==> config.mk <==
export PLATFORM = sky130hd
export DESIGN_NAME = fht_but_feeder
export DESIGN_NICKNAME = d
export VERILOG_FILES = /design/src/rtl/fht_but_feeder.sv
export SDC_FILE = /design/constraint.sdc
export NUM_CORES = 1
export LEC_CHECK = 0
export CAP_MARGIN = 20
export CORE_MARGIN = 2
export CORE_UTILIZATION = 50
export DETAILED_ROUTE_END_ITERATION = 12
export PLACE_DENSITY_LB_ADDON = 0.12
export SYNTH_ARGS = -nofsm -noshare
export SYNTH_HDL_FRONTEND = slang
export SYNTH_SLANG_ARGS = --single-unit
==> constraint.sdc <==
create_clock -name iCLK -period 12.55 [get_ports iCLK]
set_clock_uncertainty 0.2 [all_clocks]
set_input_delay 1.255 -clock iCLK [delete_from_list [all_inputs] [get_ports iCLK]]
set_output_delay 1.255 -clock iCLK [all_outputs]
set_load 0.02 [all_outputs]
==> src/rtl/fht_but_feeder.sv <==
`default_nettype none
// ============================================================================
// Module   : fht_but_feeder
// Brief    : Operand skew scheduler and credit-controlled result FIFO for a
//            single fht_but butterfly instance.
// Revision : 1.0 - initial release
// ============================================================================
module fht_but_feeder #(
    parameter int D_SIZE     = 16,
    parameter int W_SIZE     = 16,
    parameter int LAT        = 2,
    parameter int FIFO_DEPTH = 4
) (
    input  logic              iCLK,
    input  logic              iRESET,

    input  logic              iVALID,
    output logic              oREADY,
    input  logic [D_SIZE-1:0] iX_0,
    input  logic [D_SIZE-1:0] iX_1,
    input  logic [D_SIZE-1:0] iX_2,
    input  logic [W_SIZE-1:0] iSIN,
    input  logic [W_SIZE-1:0] iCOS,

    output logic [D_SIZE-1:0] oBX_0,
    output logic [D_SIZE-1:0] oBX_1,
    output logic [D_SIZE-1:0] oBX_2,
    output logic [W_SIZE-1:0] oBSIN,
    output logic [W_SIZE-1:0] oBCOS,
    input  logic [D_SIZE-1:0] iBY_0,
    input  logic [D_SIZE-1:0] iBY_1,

    output logic              oVALID,
    input  logic              iREADY,
    output logic [D_SIZE-1:0] oY_0,
    output logic [D_SIZE-1:0] oY_1,

    output logic              oBUSY,
    output logic [15:0]       oDONE_CNT
);

    localparam int PTR_W = (FIFO_DEPTH > 1) ? $clog2(FIFO_DEPTH) : 1;
    localparam int OCC_W = PTR_W + 1;
    localparam int SUM_W = $clog2(LAT + FIFO_DEPTH + 1) + 1;

    logic              accept;
    logic              push;
    logic              pop;
    logic [LAT-1:0]    vld_sr;
    logic [LAT-1:0]    vld_sr_nxt;
    logic [D_SIZE-1:0] x0_hold;
    logic [PTR_W-1:0]  wr_ptr;
    logic [PTR_W-1:0]  rd_ptr;
    logic [OCC_W-1:0]  occ;
    logic [OCC_W-1:0]  occ_nxt;
    logic [SUM_W-1:0]  credit_nxt;
    logic              fifo_full;

    logic [D_SIZE-1:0] fifo_y0 [FIFO_DEPTH];
    logic [D_SIZE-1:0] fifo_y1 [FIFO_DEPTH];

    function automatic logic [SUM_W-1:0] popcount(input logic [LAT-1:0] v);
        logic [SUM_W-1:0] n;
        n = '0;
        for (int i = 0; i < LAT; i++) begin
            n = n + SUM_W'(v[i]);
        end
        return n;
    endfunction

    assign accept    = iVALID & oREADY;
    assign push      = vld_sr[LAT-1];
    assign oVALID    = (occ != '0);
    assign pop       = oVALID & iREADY;
    assign fifo_full = (occ == OCC_W'(FIFO_DEPTH));
    assign oBUSY     = (vld_sr != '0) | (occ != '0);
    assign oY_0      = fifo_y0[rd_ptr];
    assign oY_1      = fifo_y1[rd_ptr];

    // Credit is evaluated on next-state values and registered, so oREADY
    // reflects state only and never depends combinationally on iVALID/iREADY.
    always_comb begin
        vld_sr_nxt = {vld_sr[LAT-2:0], accept};
        occ_nxt    = occ;
        case ({push, pop})
            2'b10:   occ_nxt = occ + 1'b1;
            2'b01:   occ_nxt = occ - 1'b1;
            default: occ_nxt = occ;
        endcase
        credit_nxt = popcount(vld_sr_nxt) + SUM_W'(occ_nxt);
    end

    always_ff @(posedge iCLK or posedge iRESET) begin
        if (iRESET) begin
            vld_sr  <= '0;
            x0_hold <= '0;
            oBX_0   <= '0;
            oBX_1   <= '0;
            oBX_2   <= '0;
            oBSIN   <= '0;
            oBCOS   <= '0;
            oREADY  <= 1'b0;
        end else begin
            vld_sr <= vld_sr_nxt;
            oREADY <= (credit_nxt < SUM_W'(FIFO_DEPTH));
            if (accept) begin
                oBX_1   <= iX_1;
                oBX_2   <= iX_2;
                oBSIN   <= iSIN;
                oBCOS   <= iCOS;
                x0_hold <= iX_0;
            end
            // x0 trails the rest of its packet by exactly one edge.
            if (vld_sr[0]) begin
                oBX_0 <= x0_hold;
            end
        end
    end

    always_ff @(posedge iCLK or posedge iRESET) begin
        if (iRESET) begin
            wr_ptr    <= '0;
            rd_ptr    <= '0;
            occ       <= '0;
            oDONE_CNT <= '0;
            for (int i = 0; i < FIFO_DEPTH; i++) begin
                fifo_y0[i] <= '0;
                fifo_y1[i] <= '0;
            end
        end else begin
            occ <= occ_nxt;
            if (push) begin
                fifo_y0[wr_ptr] <= iBY_0;
                fifo_y1[wr_ptr] <= iBY_1;
                wr_ptr          <= wr_ptr + 1'b1;
            end
            if (pop) begin
                rd_ptr    <= rd_ptr + 1'b1;
                oDONE_CNT <= oDONE_CNT + 16'd1;
            end
        end
    end

    a_no_push_when_full : assert property (
        @(posedge iCLK) disable iff (iRESET) !(push && fifo_full)
    );

endmodule
`default_nettype wire
# --- Word-level counts from Yosys, hierarchy flattened ---
# Cells that the tools add are included.
# W data, S select, Z words.
totals:
  elab_cells: 52
  input_bits: 116
  out_inout_bits: 131
  regBits: 250
op_classes:
  n_eq_ne: 2
  mux: 11
  n_addsub: 7
  bitwise_logic: 5
  reduce_logical: 3
  n_lt_le_gt_ge: 4
ops:
  columns: ["operator", "n"]
  rows:
  - ["$bwmux W64", 2]
  - ["$mux W16", 5]
  - ["$bmux W16 S2", 2]
  - ["$demux W16 S2", 1]
  - ["$add A16 B1 Y16 const B", 1]
  - ["$ge A3 B3 Y1 const B", 2]
  - ["$not A2 Y3", 2]
  - ["$pmux W3 S2", 1]
  - ["$add A2 B1 Y2 const B", 2]
  - ["$add A2 B3 Y4", 1]
  - ["$lt A4 B3 Y1 const B", 1]
  - ["$add A3 B1 Y3 const B", 1]
  - ["$lt A3 B1 Y1 const B", 1]
  - ["$reduce_bool A3 Y1", 1]
  - ["$sub A3 B1 Y3 const B", 1]
  - ["$add A1 B1 Y2", 1]
  - ["$and A1 B1 Y1", 2]
  - ["$eq A2 B1 Y1 const B", 1]
  - ["$eq A2 B2 Y1 const B", 1]
  - ["$reduce_bool A2 Y1", 1]
  - ["$logic_and A1 B1 Y1", 1]
  - ["$or A1 B1 Y1", 1]

# --- Longest topological paths before layout ---
depth:
  ltp_word: 6
  mapped_depth: 9
  ltp_nobuf: 8

# --- Worst setup path before layout ---
# Ideal clock, no wire load.
synth_timing:
  kind: "input-to-reg"
  from: "input port iREADY"
  to: "register oREADY"
  n_path_buf: 1
  stages: 9
  required_time_ns: 12.223
  path_slack_ns: 9.669
  arrival_time_ns: 2.554
  path_cell_list: "o31a_1 buf_6 ha_1 inv_1 fa_1 xor2_1 nor2_1 xor2_1 a21oi_1"
synth_between:
  elab_chain_len: 5
  word_cells_on_any_way: 6
synth_rtl:
  columns: ["element", "line_no", "source"]
  rows:
  - ["from (decl)", "34", "input logic iREADY,"]
  - ["$and A1 B1 Y1 *", "74", "assign pop = oVALID & iREADY;"]
  - ["via pop", "48", "logic pop;"]
  - ["$eq A2 B1 Y1 or $eq A2 B2 Y1 (tied branches)", "85", "case ({push, pop})"]
  - ["$pmux W3 S2 *", "85", null]
  - ["via occ_nxt[2]", "55", "logic [OCC_W-1:0] occ_nxt;"]
  - ["$add A2 B3 Y4 *", "90", "credit_nxt = popcount(vld_sr_nxt) + SUM_W'(occ_nxt);"]
  - ["$lt A4 B3 Y1 *", "105", "oREADY <= (credit_nxt < SUM_W'(FIFO_DEPTH));"]
  - ["to (signal assigned)", "105", null]
  - ["to (decl)", "18", "output logic oREADY,"]
# The timed path passes the listed nets; every way through them passes the cells marked *.
# A chain may end at the register's enable or synchronous reset.

# --- Final worst setup path ---
layout_timing:
  from: "register rd_ptr[0]"
  to: "output port oY_0[1]"
layout_between:
  elab_chain_len: 4
layout_rtl:
  columns: ["element", "line_no", "source"]
  rows:
  - ["from (decl)", "53", "logic [PTR_W-1:0] rd_ptr;"]
  - ["from (signal assigned)", "138", "rd_ptr <= rd_ptr + 1'b1;"]
  - ["$not A2 Y3 (not written as such)", "77", "assign oY_0 = fifo_y0[rd_ptr];"]
  - ["$bmux W16 S2", "77", null]
  - ["$mux W16 (not written as such) (2 in series)", "77", null]
  - ["to (decl)", "35", "output logic [D_SIZE-1:0] oY_0,"]
# No other way between the ends. The select of a mux whose other input is x is not followed.

==> results.yml <==
floorplan:
  dieArea_um2: 21650
  die_y_um: 147.1
  core_area_um2: 20170
  io_pins: 247
  rows: 52
  initial_utilization: 0.5079
  chipWidth_um: 147.1
power:
  peakVddDrop_v: 0.0001935
  design_power_total_mw: 3.944
  p_clk_frac: 0.202
  seq_power_share: 0.366
  p_leak_nw: 5.784
  intPower_mw: 2.634
  p_switching_mw: 1.309
  sw_frac_of_total: 0.3320
  pwr-share-comb: 0.432
  powerDensity_nw_per_um2: 284.4
route:
  post_drt_wl_per_cell_um: 19.89
  drc_errors: 0
  drt_wl_total_mm: 22.87
  vias: 6042
  antenna_left: 0
  firstDrtPassIters: 4
  viasPerCell: 5.254
  initialDrtViolationCount: 197
timing:
  fin_hold_ws_ns: 0.2810
  rsz0062_at_grt: "no"
  tightest_slew_ns: 0.9637
  setup_violations: 0
  slew_headroom: 0.3553
  period_share: 0.3352
  hold_violations: 0
  slew_viol_final: 0
  fmax_mhz: 237.7
  period_needed_ns: 4.206
  setup_slack_ns: 8.344
  fin_tns_setup_ns: 0
cts:
  cts_setup_buffers: 0
  cts_buffer_depth: 3
  cts_buffers: 27
  cts_tree: "built"
  insertion_delay_ns: 0.52
  cts-resized-gates: 0
  clk_pin_slew_ns: 0.06
  ctsHoldBuffers: 0
  clock_sinks: 250
  htreeDepth: 1
  cts_root_buffer: "clkbuf_16"
setup_path:
  critical_path_required_ns: 11.10
  reg2regPathDepth: 8
  crit_fanout: 27
  r2r_start: "occ[0]"
  cp-start-kind: "flip-flop"
  cpMaxStageDelayCell: "mux4_2"
  end_kind: "primary output"
  worstSetupPathType: "reg -> out"
  r2r_slack_ns: 10.21
  cpPeakStageDelay_ns: 0.59
  crit_chain: "buf_4 -> mux4_2 -> clkdlybuf4s50_1"
  critPathArrivalTime_ns: 2.75
  rr_endpoint: "oREADY"
yosys:
  synth_seq_area_share: 0.6106
  synth_top_family_by_area: "multiplexers"
  ys_warn_count: 0
  synth_xor_area_frac: 0.01795
  synthAdderAreaFrac: 0.01050
  yosysUniqueCellTypes: 29
  synth-seq-cells: 250
  synth.avg_cell_area_um2: 16.69
  synthMuxAreaShare: 0.3186
  syn_area_um2: 10240
  synth_fp_nets: 738
  synth_compound_area_frac: 0.002565
  synthSimpleGateAreaFrac: 0.01856
  syn_inst: 614
placed_design:
  gp_congestion: 0.7580
  port_buffers: 246
  hpwl_mm: 15.25
  dpl_worst_slack_ns: 8.164
finish:
  area_growth_pct: 35.33
  antenna_cells: 0
  final_common_cell: "dfrtp_1"
  mostFrequentLayoutCells: "249 x dfrtp_1, 246 x clkdlybuf4s50_1, 119 x mux2_1"
  drive_gt1_frac: 0.2295
  nets: 985
global_routing:
  overflow: 0
  grt_pass1_vias: 6905
  grt_pass1_wl_mm: 37.19
  grt.total_usage: 0.2163
  grt_max_degree: 113
  antenna_found_initial: 1
hold_path:
  hold-path-cell-count: 1
  holdPathEnd: "oDONE_CNT[15]"
  hold_path_class: "reg -> reg"
  min_from: "oDONE_CNT[15]"
flow_run:
  cap_violations: 0
run_status:
  status: "finished, final reports clean"
[worst max path at each step]
stage          slack [ns]       from  cells past startpoint    endpoint
2_1_floorplan        4.22     iRESET                      1  fifo_y0[0]
3_3_place_gp         8.33     iRESET                      4   rd_ptr[0]
3_5_place_dp         8.16     iRESET                      4   rd_ptr[0]
4_1_cts              8.27  rd_ptr[0]                      3     oY_1[6]
5_1_grt              8.19  rd_ptr[0]                      3     oY_0[1]
6_report             8.34  rd_ptr[0]                      3     oY_0[1]
[synth_stat cells]
cell / n / area share
a21o_1: 1 / 0.00073
a21oi_1: 1 / 0.00049
and2_1: 1 / 0.00061
and3_4: 1 / 0.0011
and4_4: 1 / 0.0011
buf_2: 26 / 0.013
buf_4: 3 / 0.0022
buf_6: 2 / 0.0022
clkbuf_1: 3 / 0.0011
dfrtp_1: 250 / 0.61
fa_1: 1 / 0.0020
ha_1: 7 / 0.0085
inv_1: 8 / 0.0029
mux2_1: 119 / 0.13
mux2_2: 106 / 0.12
mux2i_1: 1 / 0.00098
mux4_2: 32 / 0.070
nand2_1: 10 / 0.0037
nand3_1: 4 / 0.0020
nand3_2: 2 / 0.0020
nand4_1: 4 / 0.0024
nand4_2: 2 / 0.0024
nor2_1: 3 / 0.0011
nor3_2: 1 / 0.00098
o21ai_0: 1 / 0.00049
o31a_1: 1 / 0.00086
or3_1: 2 / 0.0012
xnor2_1: 15 / 0.013
xor2_1: 6 / 0.0051
[cell families after synthesis]
logic type                 count (synthesis)
and+or+nand+nor                           31
buffers and inverters                     42
xor gates and xnor gates                  21
AOI/OAI and AO/OA                          4
adders and majority gates                  8
DFF                                      250
muxes                                    258
[per-layer routing]
layer	routed length, um	vias to the layer above	GRT usage
li1	-	2699	-
met1	9092	3104	0.2686
met2	11310	190	0.3638
met3	1800	47	0.07516
met4	656	2	0.05865
met5	11	-	0
[critical path: cells and delay by family, from the launching register on]
family,cells,cell delay (ns)
buffers and inverters,2,1.11
muxes,1,0.59
DFF,1,0.51
[power by group through the flow]
stage	Combinational [mW]	Clock, mW	Sequential (mW)
final	1.70	0.798	1.44
after global routing	1.80	0.859	1.50
after CTS	1.73	0.818	1.45
after detailed placement	1.71	0	1.45
after global placement	1.68	0	1.42
after floorplan	0.864	0	1.55
[registers in the layout, summed over array words and instances, names as in the netlist]
register,cells
fifo_y1,64
rd_ptr,2
fifo_y0,64
oBX_2,16
occ,3
vld_sr,2
oBX_0,16
wr_ptr,2
oREADY,1
oBCOS,16
oBSIN,16
oDONE_CNT,16
x0_hold,16
oBX_1,16
[final cells by class]
type	count	area, um^2
clock inverter	11	133.9
fill	1357	6305
timing repair buffer	252	2540
tap	270	337.8
clock buffer	37	773.2
multi-input combinational	322	3785
sequential	250	6257
inverter	8	37.54
[through the flow]
step | cells | util | area (um^2)
5_1_grt | 1150 | 0.6874 | 13860
2_1_floorplan | 614 | - | 10240
6_report | 1150 | 0.6874 | 13860
3_3_place_gp | 1100 | 0.6401 | 12910
3_5_place_dp | 1100 | 0.6401 | 12910
4_1_cts | 1148 | 0.6851 | 13820
No activity file was read; power rests on OpenSTA's default activity.
